File: src/rtl/ts_pkg.sv
// Shared constants and state encoding for the MPEG-TS packet aligner.
package ts_pkg;
    localparam int         TS_PKT_LEN = 188;
    localparam logic [7:0] TS_SYNC    = 8'h47;
    localparam int         BYTE_MSB   = 7;
    localparam int         DVALID_BIT = 8;
    localparam int         PSYNC_BIT  = 9;

    typedef enum logic [1:0] {
        HUNT   = 2'd0,
        VERIFY = 2'd1,
        LOCKED = 2'd2
    } ts_state_e;
endpackage

File: src/rtl/ts_sync_counter.sv
// Byte position counter plus hit/miss counters for the TS aligner.
// Strobes are combinational on the current word; counters only move on valid bytes.
module ts_sync_counter
    import ts_pkg::*;
#(
    parameter int         PKT_LEN   = TS_PKT_LEN,
    parameter logic [7:0] SYNC_BYTE = TS_SYNC,
    parameter int         LOCK_CNT  = 3,
    parameter int         LOSS_CNT  = 3
) (
    input  logic       i_clock,
    input  logic       i_reset,
    input  logic       i_valid,
    input  logic [7:0] i_byte,
    input  logic       i_verify,
    input  logic       i_locked,
    input  logic       i_load,
    input  logic       i_clear,
    output logic [7:0] o_pos,
    output logic       o_at_sync,
    output logic       o_hit,
    output logic       o_miss,
    output logic       o_lock_reached,
    output logic       o_loss_reached
);
    localparam logic [7:0] LAST_POS = 8'(PKT_LEN - 1);

    logic [7:0] r_pos;
    logic [7:0] r_hit_cnt;
    logic [7:0] r_miss_cnt;
    logic       w_is_sync;

    assign w_is_sync      = (i_byte == SYNC_BYTE);
    assign o_pos          = r_pos;
    assign o_at_sync      = (r_pos == 8'd0);
    assign o_hit          = i_valid && o_at_sync && w_is_sync;
    assign o_miss         = i_valid && o_at_sync && !w_is_sync;
    // Thresholds describe what the count would become if this byte is a hit/miss.
    assign o_lock_reached = (int'(r_hit_cnt) + 1 >= LOCK_CNT);
    assign o_loss_reached = (int'(r_miss_cnt) + 1 >= LOSS_CNT);

    always_ff @(posedge i_clock) begin
        if (i_reset) begin
            r_pos      <= 8'd0;
            r_hit_cnt  <= 8'd0;
            r_miss_cnt <= 8'd0;
        end else if (i_valid) begin
            if (i_load)
                r_pos <= 8'd1;
            else if (r_pos == LAST_POS)
                r_pos <= 8'd0;
            else
                r_pos <= r_pos + 8'd1;

            if (i_clear) begin
                r_hit_cnt  <= 8'd0;
                r_miss_cnt <= 8'd0;
            end else if (i_load) begin
                r_hit_cnt  <= 8'd1;
                r_miss_cnt <= 8'd0;
            end else if (i_verify && o_hit) begin
                r_hit_cnt  <= r_hit_cnt + 8'd1;
            end else if (i_locked && o_hit) begin
                r_miss_cnt <= 8'd0;
            end else if (i_locked && o_miss) begin
                r_miss_cnt <= r_miss_cnt + 8'd1;
            end
        end
    end
endmodule

File: src/rtl/ts_packet_aligner.sv
// MPEG-TS packet aligner: hunts for the sync byte, verifies the 188-byte period,
// then emits aligned packet bytes with SOP/EOP/ERR flags until lock is lost.
module ts_packet_aligner
    import ts_pkg::*;
#(
    parameter int         PKT_LEN   = TS_PKT_LEN,
    parameter logic [7:0] SYNC_BYTE = TS_SYNC,
    parameter int         LOCK_CNT  = 3,
    parameter int         LOSS_CNT  = 3
) (
    input  logic        i_clock,
    input  logic        i_reset,
    input  logic [9:0]  i_data_in,
    output logic [7:0]  o_pkt_data,
    output logic        o_pkt_valid,
    output logic        o_pkt_sop,
    output logic        o_pkt_eop,
    output logic        o_pkt_err,
    output logic        o_locked,
    output logic [15:0] o_pkt_count
);
    localparam logic [7:0] LAST_POS = 8'(PKT_LEN - 1);

    ts_state_e   r_state;
    logic [7:0]  r_pkt_data;
    logic        r_pkt_valid;
    logic        r_pkt_sop;
    logic        r_pkt_eop;
    logic        r_pkt_err;
    logic        r_locked;
    logic [15:0] r_pkt_count;
    logic        r_psync_seen;

    logic       w_valid;
    logic [7:0] w_byte;
    logic       w_psync;
    logic [7:0] w_pos;
    logic       w_at_sync;
    logic       w_hit;
    logic       w_miss;
    logic       w_lock_reached;
    logic       w_loss_reached;
    logic       w_load;
    logic       w_clear;
    logic       w_enter_lock;
    logic       w_emit;
    logic       w_sop;
    logic       w_eop;
    logic       w_err;

    assign w_valid = i_data_in[DVALID_BIT];
    assign w_byte  = i_data_in[BYTE_MSB:0];
    assign w_psync = i_data_in[PSYNC_BIT];

    ts_sync_counter #(
        .PKT_LEN   (PKT_LEN),
        .SYNC_BYTE (SYNC_BYTE),
        .LOCK_CNT  (LOCK_CNT),
        .LOSS_CNT  (LOSS_CNT)
    ) u_sync_counter (
        .i_clock        (i_clock),
        .i_reset        (i_reset),
        .i_valid        (w_valid),
        .i_byte         (w_byte),
        .i_verify       (r_state == VERIFY),
        .i_locked       (r_state == LOCKED),
        .i_load         (w_load),
        .i_clear        (w_clear),
        .o_pos          (w_pos),
        .o_at_sync      (w_at_sync),
        .o_hit          (w_hit),
        .o_miss         (w_miss),
        .o_lock_reached (w_lock_reached),
        .o_loss_reached (w_loss_reached)
    );

    assign w_load       = (r_state == HUNT) && w_valid && (w_byte == SYNC_BYTE);
    assign w_clear      = ((r_state == VERIFY) && w_miss) ||
                          ((r_state == LOCKED) && w_miss && w_loss_reached);
    assign w_enter_lock = (w_load && (LOCK_CNT <= 1)) ||
                          ((r_state == VERIFY) && w_hit && w_lock_reached);
    assign w_emit       = w_enter_lock ||
                          ((r_state == LOCKED) && w_valid && !(w_miss && w_loss_reached));
    assign w_sop        = w_enter_lock || ((r_state == LOCKED) && w_at_sync);
    assign w_eop        = (r_state == LOCKED) && (w_pos == LAST_POS);
    // A stray PSYNC is only meaningful once a period is being tracked.
    assign w_err        = w_sop && (((r_state == LOCKED) && w_miss) || !w_psync ||
                                    ((r_state != HUNT) && r_psync_seen));

    always_ff @(posedge i_clock) begin
        if (i_reset) begin
            r_state      <= HUNT;
            r_pkt_data   <= 8'd0;
            r_pkt_valid  <= 1'b0;
            r_pkt_sop    <= 1'b0;
            r_pkt_eop    <= 1'b0;
            r_pkt_err    <= 1'b0;
            r_locked     <= 1'b0;
            r_pkt_count  <= 16'd0;
            r_psync_seen <= 1'b0;
        end else begin
            r_pkt_valid <= 1'b0;
            r_pkt_sop   <= 1'b0;
            r_pkt_eop   <= 1'b0;
            r_pkt_err   <= 1'b0;
            if (w_valid) begin
                case (r_state)
                    HUNT: begin
                        if (w_load) begin
                            if (LOCK_CNT <= 1) begin
                                r_state  <= LOCKED;
                                r_locked <= 1'b1;
                            end else begin
                                r_state  <= VERIFY;
                            end
                        end
                    end
                    VERIFY: begin
                        if (w_miss) begin
                            r_state <= HUNT;
                        end else if (w_hit && w_lock_reached) begin
                            r_state  <= LOCKED;
                            r_locked <= 1'b1;
                        end
                    end
                    LOCKED: begin
                        if (w_miss && w_loss_reached) begin
                            r_state  <= HUNT;
                            r_locked <= 1'b0;
                        end
                    end
                    default: begin
                        r_state  <= HUNT;
                        r_locked <= 1'b0;
                    end
                endcase

                if (w_emit) begin
                    r_pkt_data  <= w_byte;
                    r_pkt_valid <= 1'b1;
                    r_pkt_sop   <= w_sop;
                    r_pkt_eop   <= w_eop;
                    r_pkt_err   <= w_err;
                    if (w_eop)
                        r_pkt_count <= r_pkt_count + 16'd1;
                end

                if ((r_state != HUNT) && w_psync && !w_at_sync)
                    r_psync_seen <= 1'b1;
                else if ((r_state == HUNT) || w_at_sync)
                    r_psync_seen <= 1'b0;
            end
        end
    end

    assign o_pkt_data  = r_pkt_data;
    assign o_pkt_valid = r_pkt_valid;
    assign o_pkt_sop   = r_pkt_sop;
    assign o_pkt_eop   = r_pkt_eop;
    assign o_pkt_err   = r_pkt_err;
    assign o_locked    = r_locked;
    assign o_pkt_count = r_pkt_count;
endmodule

File: config.mk
export PLATFORM = sky130hd
export DESIGN_NAME = ts_packet_aligner
export DESIGN_NICKNAME = d
export VERILOG_FILES = /design/src/rtl/ts_pkg.sv /design/src/rtl/ts_sync_counter.sv /design/src/rtl/ts_packet_aligner.sv
export SDC_FILE = /design/constraint.sdc
export NUM_CORES = 1
export LEC_CHECK = 0
export ABC_AREA = 1
export BUFFER_PORTS_ARGS = -buffer_cell sky130_fd_sc_hd__buf_2
export CAP_MARGIN = 20
export CORE_ASPECT_RATIO = 0.5
export CORE_MARGIN = 2
export CORE_UTILIZATION = 45
export CTS_CLUSTER_DIAMETER = 50
export CTS_CLUSTER_SIZE = 25
export DETAILED_ROUTE_END_ITERATION = 10
export GPL_ROUTABILITY_DRIVEN = 1
export GPL_TIMING_DRIVEN = 0
export PLACE_DENSITY = 0.68
export SLEW_MARGIN = 20
export SYNTH_ARGS = -nofsm -noshare
export SYNTH_HDL_FRONTEND = slang
export SYNTH_HIERARCHICAL = 1
export SYNTH_SLANG_ARGS = --single-unit
File: constraint.sdc
create_clock -name i_clock -period 4.7 [get_ports i_clock]
set_clock_uncertainty 0.1 [all_clocks]
set_input_delay 0.47 -clock i_clock [delete_from_list [all_inputs] [get_ports i_clock]]
set_output_delay 0.47 -clock i_clock [all_outputs]
set_load 0.01 [all_outputs]
; ---- After elaboration in Yosys (flattened, before gate mapping)
; Cells that the tools add are included.
[totals]
ff_bits = 56
input_bits = 12
out_inout_bits = 29
elab_cells = 101
[op_classes]
addsub = 6
n_lt_le_gt_ge = 2
n_eq_ne = 10
muxes = 22
n_bitwise = 3
n_reduce_logical = 46
[op_table]
columns = operator, n
row1 = 2-to-1 mux 8 bit, 10
row2 = >= comparator 32 x 3 -> 1 bit (second input constant), 2
row3 = adder 8 x 1 -> 8 bit (second input constant), 3
row4 = logical AND 1 bit, 21
row5 = adder 8 x 1 -> 9 bit (second input constant), 2
row6 = adder 16 x 1 -> 16 bit (second input constant), 1
row7 = == test 8 x 7 -> 1 bit (second input constant), 1
row8 = == test 8 bit (second input constant), 1
row9 = zero test 8 bit, 1
row10 = 2-to-1 mux 2 bit, 4
row11 = logical OR 1 bit, 6
row12 = 2-to-1 mux 1 bit, 6
row13 = != test 2 bit (second input constant), 3
row14 = one-hot mux 2 bit (3 select lines), 1
row15 = AND reduction 2 bit, 3
row16 = AND reduction 3 bit, 2
row17 = AND reduction 5 bit, 1
row18 = zero test 1 bit, 4
row19 = AND reduction 4 bit, 1
row20 = nonzero test 2 bit, 2
row21 = nonzero test 4 bit, 1
row22 = != test 3 x 1 -> 1 bit (second input constant), 1
row23 = != test 3 bit (second input constant), 1
row24 = NOT 1 bit, 3
row25 = other kinds (8), 8

; ---- Logic depth before layout (Yosys ltp)
[depth]
depth_word = 9
depth_mapped = 16
ltp_nobuf = 15

; ---- Modules after synthesis
; The synthesis kept the hierarchy.
[modules_own_cells]
columns = module, n_inst, cells_each, area_each_um2
row1 = ts_packet_aligner, 1, 249, 1704.1
row2 = ts_sync_counter, 1, 237, 1694.1

; ---- Worst setup path before layout
; Ideal clock, no wire load.
[synth_path]
path_type = register -> register
from = register u_sync_counter.r_miss_cnt[0]
to = register u_sync_counter.r_miss_cnt[0]
setup_ps = 62
t_arrival_ps = 2209
required_time_ps = 4538
setup_slack_ps = 2329
stages_incl_launch_ff = 16
n_path_buf = 1
period_less_slack_ps = 2371
cell_sequence = dfxtp_1 inv_1 ha_1 inv_1 a211oi_1 nand2_1 nor3_1 nand4_1 nand3_1 nand2_1 nor2_8 buf_1 nand3_1 nand3_2 nand2_1 nor2_2
[synth_between]
elab_chain_len = 6
elab_cells_between_ends = 13
classes_between = add/sub (2) / order compare (1) / eq/ne (1) / mux (5) / reduce/logical (4)
[synth_lines]
columns = item, line_no
row1 = from (decl), ts_sync_counter.sv:30  ; logic [7:0] r_miss_cnt;
row2 = from (signal assigned), ts_sync_counter.sv:66  ; r_miss_cnt <= r_miss_cnt + 8'd1;
row3 = adder 8 x 1 -> 9 bit (*), ts_sync_counter.sv:40  ; assign o_loss_reached = (int'(r_miss_cnt) + 1 >= LOSS_CNT);
row4 = >= comparator 32 x 3 -> 1 bit (*), ts_sync_counter.sv:40
row5 = net w_loss_reached, ts_packet_aligner.sv:42  ; logic w_loss_reached;
row6 = logical AND 1 bit (*), ts_packet_aligner.sv:79  ; ((r_state == LOCKED) && w_miss && w_loss_reached);
row7 = logical OR 1 bit (*), ts_packet_aligner.sv:78  ; assign w_clear = ((r_state == VERIFY) && w_miss) ||
row8 = net w_clear, ts_packet_aligner.sv:44  ; logic w_clear;
row9 = != test 3 x 1 -> 1 bit (no line) / nonzero test 4 bit (equally long branches), --
row10 = AND reduction 3 bit (no line), --
; The timed path passes the listed nets; every way through them passes the cells marked *. The select of a mux whose other input is x is not followed.
; A chain may end at the register's enable or synchronous reset.

; ---- Worst setup path after layout
[layout_path]
from = register u_sync_counter.r_miss_cnt[0]
to = register u_sync_counter.r_miss_cnt[5]
; The elaborated chain is that of the path after synthesis.

==> run summary <==
Synth top cells by count - nand2_1 (129), nor2_1 (70), dfxtp_1 (56), inv_1 (45), nand3_1 (34)
Register area share after synthesis - 33.0%
Worst flop-to-flop path startpoint - u_sync_counter/r_miss_cnt[0]
Layout filler cell count - 730
H-tree levels - 2
Vias in the first global route - 2906
Synthesized Nets - 505
First-pass GRT wire length - 12800 um
Final WL - 7180 um
CTS Buffer Depth - 2
Crit path cell chain - inv_1, ha_1, inv_1, a211oi_1, nand2_1, nor3_1, nand4_1, nand3_1, nand2_1, nor2_8, buf_1, nand3_1, nand3_1, nand2_1, nor2_1
Yosys top cell by area - dfxtp_1
Total gr overflow - 0
Ys async rst share - 0%
Design Area, Final - 3880 sq um
Via count - 3101
GPL Wtd Cong - 0.875
Clock latency on the worst-skew pair - 0.30 ns
Postcts setup bufs - 0
CORE AREA - 7320 sq um
Status - finished clean
Syn Area/Cell - 6.99 sq um
Chip Height - 65.5 um
Final worst-path cycle share - 59.8%
Min Tclk post-route - 2.81 ns
CTS tree - built
Initial antenna violation count - 0
Critical Path Source - u_sync_counter/r_miss_cnt[0]
Hold path start - i_data_in[6]
Initial Util - 46.4%
Root buf cell - clkbuf_16
PortBufs - 40
Hold Fails Final Rpt - 0
Worst setup EP type - flop
I/O pin cnt - 41
Yosys warns - 6
Share of cells above drive strength 1 - 19.3%
Mapped Area - 3400 sq um
DIE AREA - 8310 sq um
Wire per inst - 11.4 um
Largest net degree at the start of global routing - 17
Slowest CP cell - dfxtp_1
Nets - 552
Dpl cell area - 3720 sq um
Worst-Margin Slew - 0.697 ns
CP Max Fanout - 10
Detailed Routing Iterations Pass 1 - 4
Worst slew margin - 53.5%
Crit-path leading delay family - simple AND/OR/NAND/NOR gates
Area share of the largest cell type after synthesis - 33.0%
Num rows - 22
Post-DP HPWL - 5400 um
DR DRC count - 0
Lkg Pwr - 1.64 nW
Prevailing post-synth register cell - dfxtp_1
Dominant cell by count in the synthesized netlist - nand2_1
Worst Path Buf+Inv - 3
Post-synthesis cell type count - 39
Post-synth EDFFs - 0
Synth area leaders - dfxtp_1 (33%), nand2_1 (14%), nor2_1 (7.7%)
Antenna violation net count after detailed routing - 0
Crit path DAT - 2.94 ns
GR Util All Layers - 18.8%
Die X - 127 um
Clk slew on worst S/H paths - 0.07 ns
Num Clock Sinks - 56
Endpoints failing setup - 0
Startpoint type of the worst setup path - flop
Inserted Clock Buffers - 5
Max Clk Rate - 356 MHz
Post-CTS Resized - 0
ANT cells - 0
Worst EP required - 4.83 ns
HP Class - in2reg
Area growth syn-to-layout - 14.2%
WS Path Type - reg2reg
Pwr/cell area - 244 nW/um^2
Average vias per placed instance - 4.92
RSZ-0062 raised after global routing - false
Tot Pwr - 0.947 mW
Synth Instances - 486
Worst VDD drop - 129 uV
FF+latch count, synth - 56
Pins Over Slew Limit - 0
Final setup TNS - 0 ns
Hold Buf Count CTS - 0
Initial DRC count - 160
Max Cap Viol - 0
Max stage delay on crit path - 0.40 ns
-- stage by stage --
step / utilization (%) / std cells / setup slack, ns / hold slack (ns)
floorplan: - / 486 / 2.33 / 0.352
global placement: 50.8 / 622 / 1.89 / 0.363
detailed placement: 50.8 / 622 / 1.89 / 0.367
CTS: 53.0 / 630 / 1.86 / 0.342
global route: 53.0 / 630 / 1.46 / 0.353
finish: 53.0 / 630 / 1.89 / 0.345
-- metal layers --
metal / wire [um] / share of wire, % / global-route usage [%] / vias up
li1: - / - / - / 1663
met1: 3490 / 49 / 23.2 / 1383
met2: 3380 / 47 / 33.9 / 47
met3: 260 / 3.6 / 4.07 / 8
met4: 61 / 0.85 / 4.40 / 0
met5: 0 / 0 / 0 / -
-- power by group --
part	switching, mW	total, mW	internal, mW
Clock	0.168	0.419	0.251
Sequential	0.00207	0.478	0.476
Combinational	0.0343	0.0502	0.0159
Total	0.204	0.947	0.743
-- final timing paths --
path                                                     end  slack [ns]  depth (start not counted)
worst max-delay path            u_sync_counter/r_miss_cnt[5]        1.89                         15
worst min register to register                 o_pkt_data[0]        0.37                          2
worst max register to register  u_sync_counter/r_miss_cnt[5]        1.89                         15
worst min-delay path                           o_pkt_data[6]        0.34                          3
-- registers in the layout, summed over array words and instances, names as in the netlist, 2 cells and up --
register and cells:
o_pkt_count 16, o_pkt_data 8, u_sync_counter/r_miss_cnt 8, u_sync_counter/o_pos 8, r_state 2, u_sync_counter/r_hit_cnt 8
-- area by class of cell --
| class | instances | area [sq um] | share of cell area, % |
|---|---|---|---|
| Clock inverter | 2 | 35.0 | 0.902 |
| Tap cell | 96 | 120 | 3.09 |
| Clock buffer | 6 | 129 | 3.32 |
| Inverter | 46 | 173 | 4.45 |
| Multi-Input combinational cell | 372 | 2010 | 51.8 |
| Sequential cell | 56 | 1120 | 28.9 |
| Buffer | 12 | 92.6 | 2.38 |
| Timing Repair Buffer | 40 | 200 | 5.16 |
-- worst min-delay path, stage by stage --
cell,delay [ns]
buf_2,0.10
inv_1,0.06
a21oi_1,0.06
-- kinds of logic after synthesis --
| family | synth area share [%] |
|---|---|
| AND/OR/NAND/NOR | 40.6 |
| buffers and inverters | 7.80 |
| flip-flops | 33.0 |
| AO/OA/AOI/OAI | 10.4 |
| XOR/XNOR | 5.67 |
| adder cells (fa/ha/maj) | 2.58 |
-- cells in the final DEF, fill, tap and decap left out, types with 4 or more instances in the layout --
cell,synthesis,layout
dfxtp_1,56,56
buf_2,3,43
xnor2_1,5,5
nor2_2,5,5
nand2_1,129,129
a21oi_2,18,18
nand3_1,34,34
nand2_2,6,6
nor3_1,8,8
ha_1,7,7
clkbuf_16,0,5
o21ai_0,14,14
a21oi_1,18,18
nor2_1,70,70
xor2_1,17,17
nor2_4,5,5
nand2_4,4,4
nand4_1,12,12
inv_1,45,45
Power figures use the tool's default switching activity.
